File: config.mk
export PLATFORM = sky130hd
export DESIGN_NAME = square_seq32
export DESIGN_NICKNAME = d
export VERILOG_FILES = /design/src/rtl/square_seq32.sv
export SDC_FILE = /design/constraint.sdc
export NUM_CORES = 1
export LEC_CHECK = 0
export BUFFER_PORTS_ARGS = -buffer_cell sky130_fd_sc_hd__buf_2
export CORE_MARGIN = 4
export CORE_UTILIZATION = 28
export CTS_CLUSTER_SIZE = 16
export DETAILED_ROUTE_END_ITERATION = 10
export PLACE_DENSITY = 0.46
export SETUP_SLACK_MARGIN = 0.5
export SKIP_LAST_GASP = 1
export SLEW_MARGIN = 10
export SYNTH_ARGS = -nofsm -noshare
export SYNTH_HDL_FRONTEND = slang
export SYNTH_SLANG_ARGS = --single-unit
File: constraint.sdc
create_clock -name clk -period 3.12 [get_ports clk]
set_clock_uncertainty 0.15 [all_clocks]
set_input_delay 0.312 -clock clk [delete_from_list [all_inputs] [get_ports clk]]
set_output_delay 0.312 -clock clk [all_outputs]
set_load 0.1 [all_outputs]
File: src/rtl/square_seq32.sv
// Sequential shift-and-add squarer O = A*A; SQUARE_SEQ_EARLY_TERM_EN stops once the multiplier empties.
// Latency: WIDTH edges after accept (early-term: max(1, floor(log2 A)+1)); no overlap between operands.
// Backpressure: in_ready only in IDLE; O/out_valid hold in DONE until out_ready.
module square_seq32 #(
  parameter int WIDTH = 32
) (
  input  logic                 clk,
  input  logic                 rst,
  input  logic [WIDTH-1:0]     A,
  input  logic                 in_valid,
  output logic                 in_ready,
  output logic [2*WIDTH-1:0]   O,
  output logic                 out_valid,
  input  logic                 out_ready
);

  localparam int CW = $clog2(WIDTH) + 1;

  typedef enum logic [1:0] {
    IDLE = 2'd0,
    BUSY = 2'd1,
    DONE = 2'd2
  } state_t;

  state_t             state;
  state_t             state_nxt;
  logic [2*WIDTH-1:0] acc;
  logic [2*WIDTH-1:0] mcand;
  logic [2*WIDTH-1:0] acc_sum;
  logic [WIDTH-1:0]   mplier;
  logic [CW-1:0]      cnt;
  logic               last_iter;

  always_comb begin
    acc_sum = mplier[0] ? (acc + mcand) : acc;
  end

`ifdef SQUARE_SEQ_EARLY_TERM_EN
  // Finish when no set bits remain above the one consumed this edge; the
  // counter term can never fire first but bounds the loop regardless.
  always_comb begin
    last_iter = (mplier[WIDTH-1:1] == '0) || (cnt == CW'(WIDTH - 1));
  end
`else
  always_comb begin
    last_iter = (cnt == CW'(WIDTH - 1));
  end
`endif

  always_ff @(posedge clk) begin
    if (rst) begin
      state <= IDLE;
    end else begin
      state <= state_nxt;
    end
  end

  always_comb begin
    state_nxt = state;
    in_ready  = 1'b0;
    out_valid = 1'b0;
    case (state)
      IDLE: begin
        in_ready = ~rst;
        if (in_valid) begin
          state_nxt = BUSY;
        end
      end
      BUSY: begin
        if (last_iter) begin
          state_nxt = DONE;
        end
      end
      DONE: begin
        out_valid = 1'b1;
        if (out_ready) begin
          state_nxt = IDLE;
        end
      end
      default: begin
        state_nxt = IDLE;
      end
    endcase
  end

  always_ff @(posedge clk) begin
    if (rst) begin
      acc    <= '0;
      mcand  <= '0;
      mplier <= '0;
      cnt    <= '0;
      O      <= '0;
    end else begin
      case (state)
        IDLE: begin
          if (in_valid) begin
            acc    <= '0;
            mcand  <= {{WIDTH{1'b0}}, A};
            mplier <= A;
            cnt    <= '0;
          end
        end
        BUSY: begin
          acc    <= acc_sum;
          mcand  <= mcand << 1;
          mplier <= mplier >> 1;
          cnt    <= cnt + CW'(1);
          // O is only rewritten on entry to DONE, so it keeps the last result afterwards.
          if (last_iter) begin
            O <= acc_sum;
          end
        end
        default: begin
        end
      endcase
    end
  end

endmodule

==> impl_metrics.tcl, run 1 <==
set metrics [dict create \
    status "finished with violations" \
    die_area_um2 48500 \
    die_h_um 220 \
    place_congestion 0.885 \
    synth_ff_type "dfxtp_1" \
    synth_edf_count 0 \
    final_cells 2402 \
    drc 0 \
    ios 102 \
    initial_core_util_pct 28.4 \
    areaGrowthSynthToFinish_pct 38.8 \
    leakage_nw 7.09 \
    htreeDepth 1 \
    clk_pin_slew_ns 0.06 \
    yosysWarnings 0 \
    arrival_ns 3.49 \
    worstSetupPathDepth 12 \
    reg2reg_depth 12 \
    num-nets-final 1889 \
    grt_pass1_vias 12000 \
    drv_slew 0 \
    worstHoldStart "O[1]" \
    wl_mm 43.1 \
    syn_avg_cell_area_um2 8.11 \
    p_per_area_nw_per_um2 416 \
    min_to "O[1]" \
    synthTopCellsByArea "dfxtp_1, nor2_1, ha_1" \
    fillCellCount 4531 \
    ys_seq_area_share_pct 36.8 \
    synth_cell_types 66 \
    drtIter0Drc 627 \
    synth_commonest_cells "nor2_1, dfxtp_1, nand2_1" \
    worst-path-buf-inv 0 \
    reg2reg_from "mcand[1]" \
    cts_buffers 28 \
    post_drt_wl_per_cell_um 17.9 \
    synth-seq-cells 232 \
    peakVddDrop_mv 0.387 \
    critPathCaptureType "flip-flop" \
    worstPathCellList "ha_4 > a21o_1 > nand4_1 > a311o_1 > o211ai_2 > a21oi_2 > o21ba_4 > o41a_1 > o221ai_2 > xor2_1 > nand2_1 > a311oi_2" \
    dp.final_hpwl_mm 30.5 \
    hold_class "flip-flop to flip-flop" \
    firstDrtPassIters 5 \
    dpl.cell_count 2273 \
    dieWidth_um 220 \
    drv_cap 0 \
    tritoncts "built" \
    violations "negative setup slack" \
    grt_usage_pct 17.4 \
    period_minus_slack_ns 3.15 \
    ctsLongestPathBuffers 3 \
    synth_most_common_cell "nor2_1" \
    dr_total_vias 12200 \
    antenna_found_initial 0 \
    clockRootBuffer "clkbuf_16" \
    hold_violations 0 \
    netlist_area_um2 12600 \
    timing.hold.ws_ns 0.308 \
    p_total_mw 7.29 \
    clock.fmax_ghz 0.317 \
    rr_endpoint "O[51]" \
    fin_area_um2 17500 \
    drive_above_1_share_pct 29.6 \
    row_count 77 \
    placed_cell_area_um2 14800 \
    critical_path_class "flip-flop to flip-flop" \
    syn-num-nets 1655 \
    grt_max_degree 102 \
    synth.top_cell.area_share_pct 36.8 \
    max-slew-margin-rel_pct 54.1 \
    layout_setup_ws_ns -0.0335 \
    crit_path_start_kind "flip-flop" \
    numClockSinks 232 \
    grt_pass1_wl_mm 67.9 \
    fin_crit_sh_pct 101 \
    critPathMaxStageDelay_ns 0.41 \
    rsz0062_at_grt "yes" \
    worstMarginPinSlew_ns 0.688 \
    critPathSlowestCell "o41a_1" \
    crit_path_start "mcand[1]" \
    core_um2 44400 \
    grt-ovfl-total 0 \
    port_buffers 101 \
    final-setup-viol-count 6 \
    final_util_pct 39.4 \
    rrSetupSlack_ns -0.03 \
    crit_family "compound AO/OA/AOI/OAI gates" \
    synthArstFlopShare_pct 0 \
    whs_path_depth 2 \
    cp_max_fo 3 \
    drtAntennaViolNets 0 \
    required_ns 3.45 \
    synthCells 1554 \
    diodes 0 \
    clk_latency_ns 0.58 \
    vias_per_cell 5.10 \
    yosys.area.top_type "dfxtp_1" \
]
-- what timing repair did --
item | CTS | global route
buffers inserted | 26 | 14
pin swaps | 99 | 54
hold buffers | 37 | 0
endpoints found under the setup margin | 96 | 109
hold endpoints to repair | 73 | 0
resized for setup | 154 | 62
-- through the flow --
stage | setup slack [ns] | TNS, ns
2_1_floorplan | 0.188 | 0
3_3_place_gp | -0.0437 | -0.0481
3_5_place_dp | -0.0571 | -0.258
4_1_cts | -0.0208 | -0.0618
5_1_grt | -0.222 | -4.36
6_report | -0.0335 | -0.0895
-- layer usage --
metal	global-route usage, %	share of wire, %	vias to the layer above
met4	4.75	2.6	0
li1	-	-	6104
met5	0	0	-
met1	22.7	45	5846
met2	29.9	49	233
met3	2.68	3.8	59
-- worst min-delay path: stages, from the launching register on --
cell	delay, ns
dfxtp_1	0.31
nand2_1	0.05
a21oi_1	0.05
-- worst max path at each step --
stage / slack (ns) / to
floorplan: 0.19 / O[56]
global placement: -0.04 / O[61]
detailed placement: -0.06 / O[58]
CTS: -0.02 / O[51]
global route: -0.22 / O[51]
finish: -0.03 / O[51]
-- state kept, by name (all words and copies together), names as in the netlist --
signal  cells
cnt         6
state       2
mcand      64
O          64
mplier     32
acc        64
-- placed cells by master (no fill, tap or decap), drive strengths merged, types with 38 or more instances in the layout --
cell type	netlist	routed
a22oi	63	63
xnor2	38	38
nor2	254	254
a211oi	69	69
ha	64	64
o21ai	58	58
buf	18	286
mux2i	50	50
a21oi	135	135
nand2	144	144
dfxtp	232	232
-- report_power, final --
group / switching (mW) / internal, mW / total [mW] / leakage [nW]
Sequential: 0.0929 / 3.05 / 3.14 / 1.89
Clock: 1.43 / 1.87 / 3.30 / 0.454
Combinational: 0.492 / 0.355 / 0.846 / 4.74
Total: 2.01 / 5.27 / 7.29 / 7.09
-- kinds of logic (layout without fill, tap and decap cells) --
logic type | count (synthesis) | after routing | share of synthesized area, %
simple gates | 512 | 512 | 17.2
compound gates | 494 | 494 | 27.0
flops | 232 | 232 | 36.8
buf+inv | 140 | 396 | 4.25
fa+ha+maj | 65 | 65 | 6.51
xor+xnor | 61 | 61 | 4.24
mux | 50 | 50 | 3.97
-- area by class of cell --
type                       instances  area, um^2  area share [%]
multi-input combinational       1182        8620            49.3
clock inverter                    17         160           0.915
clock buffer                      35         777            4.44
inverter                          21        78.8           0.450
timing repair buffer             323        2440            14.0
sequential                       232        4670            26.7
tap                              592         741            4.23
Power figures use the tool's default switching activity.
==> run 2, diff against run 1 <==
--- a/constraint.sdc
+++ b/constraint.sdc
@@ -3,3 +3,3 @@
 set_input_delay 0.312 -clock clk [delete_from_list [all_inputs] [get_ports clk]]
 set_output_delay 0.312 -clock clk [all_outputs]
-set_load 0.1 [all_outputs]
+set_load 0.01 [all_outputs]
==> run 2 against run 1 <==
  * The run still ends with negative setup slack left
  * Clock-buffer cell count up 6
  * Global-route usage down 0.20 points
  * Sequential share of layout area down 0.17 points
  * First-iteration DRC count down 5.6%
  * Wire length down 0.13%
  * Final area up 0.62%
  * Non-clock buffer count up 15
  * Total power down 0.27%
  * Via count down 0.12%
  * Hold slack better by 0.0014 ns
  * Utilization up 0.25 points
  * Critical path type unchanged
  * Largest cell class unchanged
  * Highest routed layer unchanged
==> impl_metrics.tcl, run 2 (synthesis results as in run 1) <==
set metrics [dict create \
    status "finished with violations" \
    violations "negative setup slack" \
    rsz0062_at_grt "yes" \
    ctsLongestPathBuffers 3 \
    drv_cap 0 \
    drtIter0Drc 592 \
    grt_use_met2_pct 30.0 \
    grt.busiest_layer "met2" \
    reg.largest.list "O: 64 flops, acc: 64 flops, mcand: 64 flops" \
    row_count 77 \
    worstHoldStart "O[22]" \
    placed_cell_area_um2 14800 \
    layout_setup_ws_ns -0.145 \
    port_buffers 101 \
    leakage_nw 7.16 \
    ios 102 \
    reg2reg_from "acc[0]" \
    timing.hold.ws_ns 0.309 \
    worstPathCellList "ha_4 > inv_2 > fa_2 > nor2b_4 > o2111ai_4 > nand3_2 > a221oi_4 > o41ai_2 > buf_4 > a21oi_4 > o21a_4 > o21ai_4 > buf_12 > a41o_1 > xnor2_1 > a311oi_1" \
    critical_path_class "flip-flop to flip-flop" \
    vias_per_cell 5.07 \
    clk_pin_slew_ns 0.06 \
    period_minus_slack_ns 3.27 \
    place_congestion 0.892 \
    fillCellCount 4537 \
    layout_common_cells "nor2_1, dfxtp_1, buf_4" \
    cp_max_fo 2 \
    globalRouteMet3Util_pct 2.35 \
    grt_pass1_wl_mm 67.5 \
    grt-ovfl-total 0 \
    dieWidth_um 220 \
    drtAntennaViolNets 0 \
    post_drt_wl_per_cell_um 17.8 \
    clock.fmax_ghz 0.306 \
    fin_tns_setup_ns -1.83 \
    wl_mm 43.0 \
    drc 0 \
    numClockSinks 232 \
    die_area_um2 48500 \
    critPathMaxStageDelay_ns 0.36 \
    final_util_pct 39.6 \
    num-nets-final 1904 \
    hold_class "flip-flop to flip-flop" \
    final-setup-viol-count 33 \
    hold_violations 0 \
    globalRouteMet1Util_pct 22.5 \
    peakVddDrop_mv 0.408 \
    areaGrowthSynthToFinish_pct 39.6 \
    worstMarginPinSlew_ns 1.03 \
    die_h_um 220 \
    grt_max_degree 90 \
    critPathSlowestCell "fa_2" \
    fin_area_um2 17600 \
    cts_buffers 28 \
    dr_total_vias 12200 \
    grt_pass1_vias 12100 \
    initial_core_util_pct 28.4 \
    firstDrtPassIters 5 \
    diodes 0 \
    p_total_mw 7.27 \
    clockRootBuffer "clkbuf_16" \
    p_per_area_nw_per_um2 413 \
    drive_above_1_share_pct 29.5 \
    grt_usage_pct 17.2 \
    layout_commonest_cell "nor2_1" \
    crit_path_start_kind "flip-flop" \
    arrival_ns 3.57 \
    crit_path_start "acc[0]" \
    drv_slew 0 \
    tritoncts "built" \
    core_um2 44400 \
    antenna_found_initial 0 \
    clk_latency_ns 0.57 \
    max-slew-margin-rel_pct 31.4 \
    fin_crit_sh_pct 105 \
    dp.final_hpwl_mm 30.6 \
    htreeDepth 1 \
    required_ns 3.42 \
    critPathCaptureType "flip-flop" \
    rrSetupSlack_ns -0.15 \
]
==> run 2: cell types whose count changed in the layout (fill, tap and decap cells not counted), moves of 4 or more <==
| cell | delta |
|---|---|
| o21ai_1 | +5 |
| clkinvlp_4 | -4 |
| ha_1 | +4 |
| buf_4 | +11 |
| buf_6 | +6 |
| clkbuf_1 | +8 |
==> run 2: cell type report <==
class                      instances  area (um^2)  area share [%]
multi-input combinational       1182         8640            49.1
sequential                       232         4670            26.5
timing repair buffer             338         2560            14.6
clock buffer                      41          779            4.43
tap                              592          741            4.21
clock inverter                     8          126           0.718
inverter                          21         78.8           0.448
==> run 2: critical path: cells and delay by family (launching register included) <==
| family | cells | cell delay (ns) |
|---|---|---|
| buffers and inverters | 3 | 0.36 |
| DFF | 1 | 0.35 |
| and+or+nand+nor | 2 | 0.28 |
| AOI/OAI and AO/OA | 8 | 1.40 |
| adders and majority gates | 2 | 0.51 |
| xor gates and xnor gates | 1 | 0.08 |
==> run 2: final timing paths <==
kind,cells past startpoint,to
min reg2reg,2,O[22]
max reg2reg,16,O[56]
max,16,O[56]
min,2,O[22]
==> run 2: metal layers <==
metal	vias up	share of wire [%]
li1	6120	-
met1	5844	45
met2	208	49
met3	55	3.5
met4	0	2.4
met5	-	0
==> run 2: where the power goes <==
part	total, mW	internal, mW	switching [mW]
registers	3.15	3.05	0.100
clock network	3.27	1.97	1.31
logic	0.843	0.358	0.485
total	7.27	5.37	1.89
==> run 2: timing repair <==
action / CTS / global route
hold buffers: 36 / 0
pin swaps: 93 / 65
setup buffers: 28 / 25
gates resized for setup: 137 / 89
setup endpoints to repair: 100 / 111
hold endpoints to repair: 71 / 0
==> run 2: stage by stage <==
step	worst slack, ns	instances
6_report	-0.145	2414
5_1_grt	-0.292	2414
4_1_cts	-0.103	2389
2_1_floorplan	0.162	1554
3_3_place_gp	-0.114	2276
3_5_place_dp	-0.213	2276
==> run 3, diff against run 2 <==
- CTS_BUF_LIST: default -> sky130_fd_sc_hd__clkbuf_2
==> run 3 against run 2 <==
  * The flow still finishes with violations (negative setup slack)
  * Hold slack got worse by 0.15 ns
  * Setup slack got worse by 0.059 ns
  * Via count increased by 4.3%
  * Wire length increased by 3.4%
  * Non-clock buffer count increased by 40
  * Critical path type unchanged
  * Largest power group is now sequential cells
==> impl_metrics.tcl, run 3 (synthesis results as in run 1) <==
set metrics [dict create \
    drive_above_1_share_pct 31.4 \
    critPathMaxStageDelay_ns 0.41 \
    layout_common_cells "nor2_1, dfxtp_1, buf_4" \
    rr_endpoint "O[51]" \
    required_ns 3.82 \
    post_drt_wl_per_cell_um 17.6 \
    tritoncts "built" \
    drtAntennaViolNets 0 \
    drv_cap 0 \
    regArea_um2 4670 \
    drv_slew 0 \
    critical_path_class "flip-flop to flip-flop" \
    peakVddDrop_mv 0.227 \
    crit_path_start_kind "flip-flop" \
    cts_buffers 70 \
    period_minus_slack_ns 3.32 \
    reg.largest.list "O: 64 flops, acc: 64 flops, mcand: 64 flops" \
    leakage_nw 7.45 \
    placed_cell_area_um2 14800 \
    areaGrowthSynthToFinish_pct 42.1 \
    place_congestion 0.892 \
    layout_setup_ws_ns -0.204 \
    wl_mm 44.5 \
    worstMarginPinSlew_ns 1.04 \
    initial_core_util_pct 28.4 \
    grt_pass1_wl_mm 69.5 \
    p_per_area_nw_per_um2 365 \
    clockRootBuffer "clkbuf_2" \
    ctsLongestPathBuffers 3 \
    status "finished with violations" \
    cp_max_fo 3 \
    final-setup-viol-count 56 \
    fin_tns_setup_ns -4.96 \
    whs_path_depth 3 \
    port_buffers 101 \
    core_um2 44400 \
    ios 102 \
    clock.fmax_ghz 0.301 \
    hold_violations 0 \
    firstDrtPassIters 7 \
    antenna_found_initial 2 \
    grt_max_degree 90 \
    reg2reg_from "acc[0]" \
    numClockSinks 232 \
    vias_per_cell 5.05 \
    num-nets-final 1987 \
    fillCellCount 4610 \
    arrival_ns 4.03 \
    critPathCaptureType "flip-flop" \
    layout_commonest_cell "nor2_1" \
    drc 0 \
    max-slew-margin-rel_pct 30.4 \
    rsz0062_at_grt "yes" \
    reg2reg_depth 14 \
    rrSetupSlack_ns -0.20 \
    violations "negative setup slack" \
    grt_usage_pct 17.9 \
    dr_total_vias 12800 \
    die_h_um 220 \
    dieWidth_um 220 \
    fin_area_um2 17900 \
    grt-ovfl-total 0 \
    clk_pin_slew_ns 0.11 \
    dp.final_hpwl_mm 30.6 \
    worstHoldStart "rst" \
    multi_input_area_um2 8780 \
    clk_latency_ns 1.01 \
    drtIter0Drc 648 \
    fin_crit_sh_pct 107 \
    grt_pass1_vias 12800 \
    final_util_pct 40.3 \
    min_to "O[3]" \
    worstPathCellList "ha_4 > buf_4 > buf_6 > a21o_1 > nand4_1 > a311o_1 > o211ai_2 > a21oi_4 > o21ba_4 > o41a_1 > o221ai_2 > xor2_1 > nand2_1 > a311oi_2" \
    htreeDepth 3 \
    hold_class "primary input to flip-flop" \
    critPathSlowestCell "o41a_1" \
    row_count 77 \
    die_area_um2 48500 \
]
==> run 3: layout make-up <==
type | count | area share [%]
Antenna cell | 3 | 0.0419
Clock buffer | 100 | 2.79
Clock inverter | 18 | 0.866
Inverter | 21 | 0.440
Multi-Input combinational cell | 1183 | 49.0
Sequential cell | 232 | 26.1
Tap cell | 592 | 4.13
Timing Repair Buffer | 378 | 16.7
==> run 3: power by group <==
| group | total (mW) | switching [mW] | internal (mW) |
|---|---|---|---|
| registers | 3.14 | 0.100 | 3.04 |
| clock network | 2.49 | 1.39 | 1.10 |
| logic | 0.896 | 0.498 | 0.398 |
==> run 3: worst max-delay path, delay by kind of cell (launching register included) <==
| family | cells | cell delay [ns] |
|---|---|---|
| compound gates | 8 | 1.93 |
| flops | 1 | 0.37 |
| simple gates | 2 | 0.24 |
| xor+xnor | 1 | 0.19 |
| buf+inv | 2 | 0.17 |
| fa+ha+maj | 1 | 0.14 |
==> run 3: worst max-delay path by stage <==
stage               startpoint    end  slack [ns]  cells past startpoint
global route          mcand[8]  O[51]       -0.37                     12
finish                  acc[0]  O[51]       -0.20                     14
CTS                     acc[0]  O[42]       -0.18                     15
detailed placement      acc[0]  O[56]       -0.21                     15
floorplan             mcand[0]  O[56]        0.16                     14
global placement        acc[0]  O[56]       -0.11                     15
==> run 3: through the flow <==
| stage | power [mW] | hold WS [ns] | setup WS, ns | std cells |
|---|---|---|---|---|
| 2_1_floorplan | 3.64 | 0.290 | 0.162 | 1554 |
| 3_3_place_gp | 3.96 | 0.292 | -0.114 | 2276 |
| 3_5_place_dp | 3.96 | 0.296 | -0.213 | 2276 |
| 4_1_cts | 6.65 | 0.00231 | -0.182 | 2503 |
| 5_1_grt | 6.91 | 0.0502 | -0.373 | 2527 |
| 6_report | 6.53 | 0.155 | -0.204 | 2527 |
==> run 3: layer usage <==
layer  global-route usage, %  share of wire [%]  vias to the layer above
li1                        -                  -                     6327
met4                    7.12                2.9                        0
met2                    30.2                 49                      256
met1                    22.5                 45                     6091
met3                    3.39                3.7                       79
met5                       0                  0                        -
==> run 3: what timing repair did <==
action                                 in CTS  in global routing
setup endpoints to repair                 104                112
gates cloned                                0                  1
endpoints found under the hold margin     206                  0
hold buffers                               80                  0
pin swaps                                  92                 77
resized for setup                         152                 90
setup buffers                              29                 20
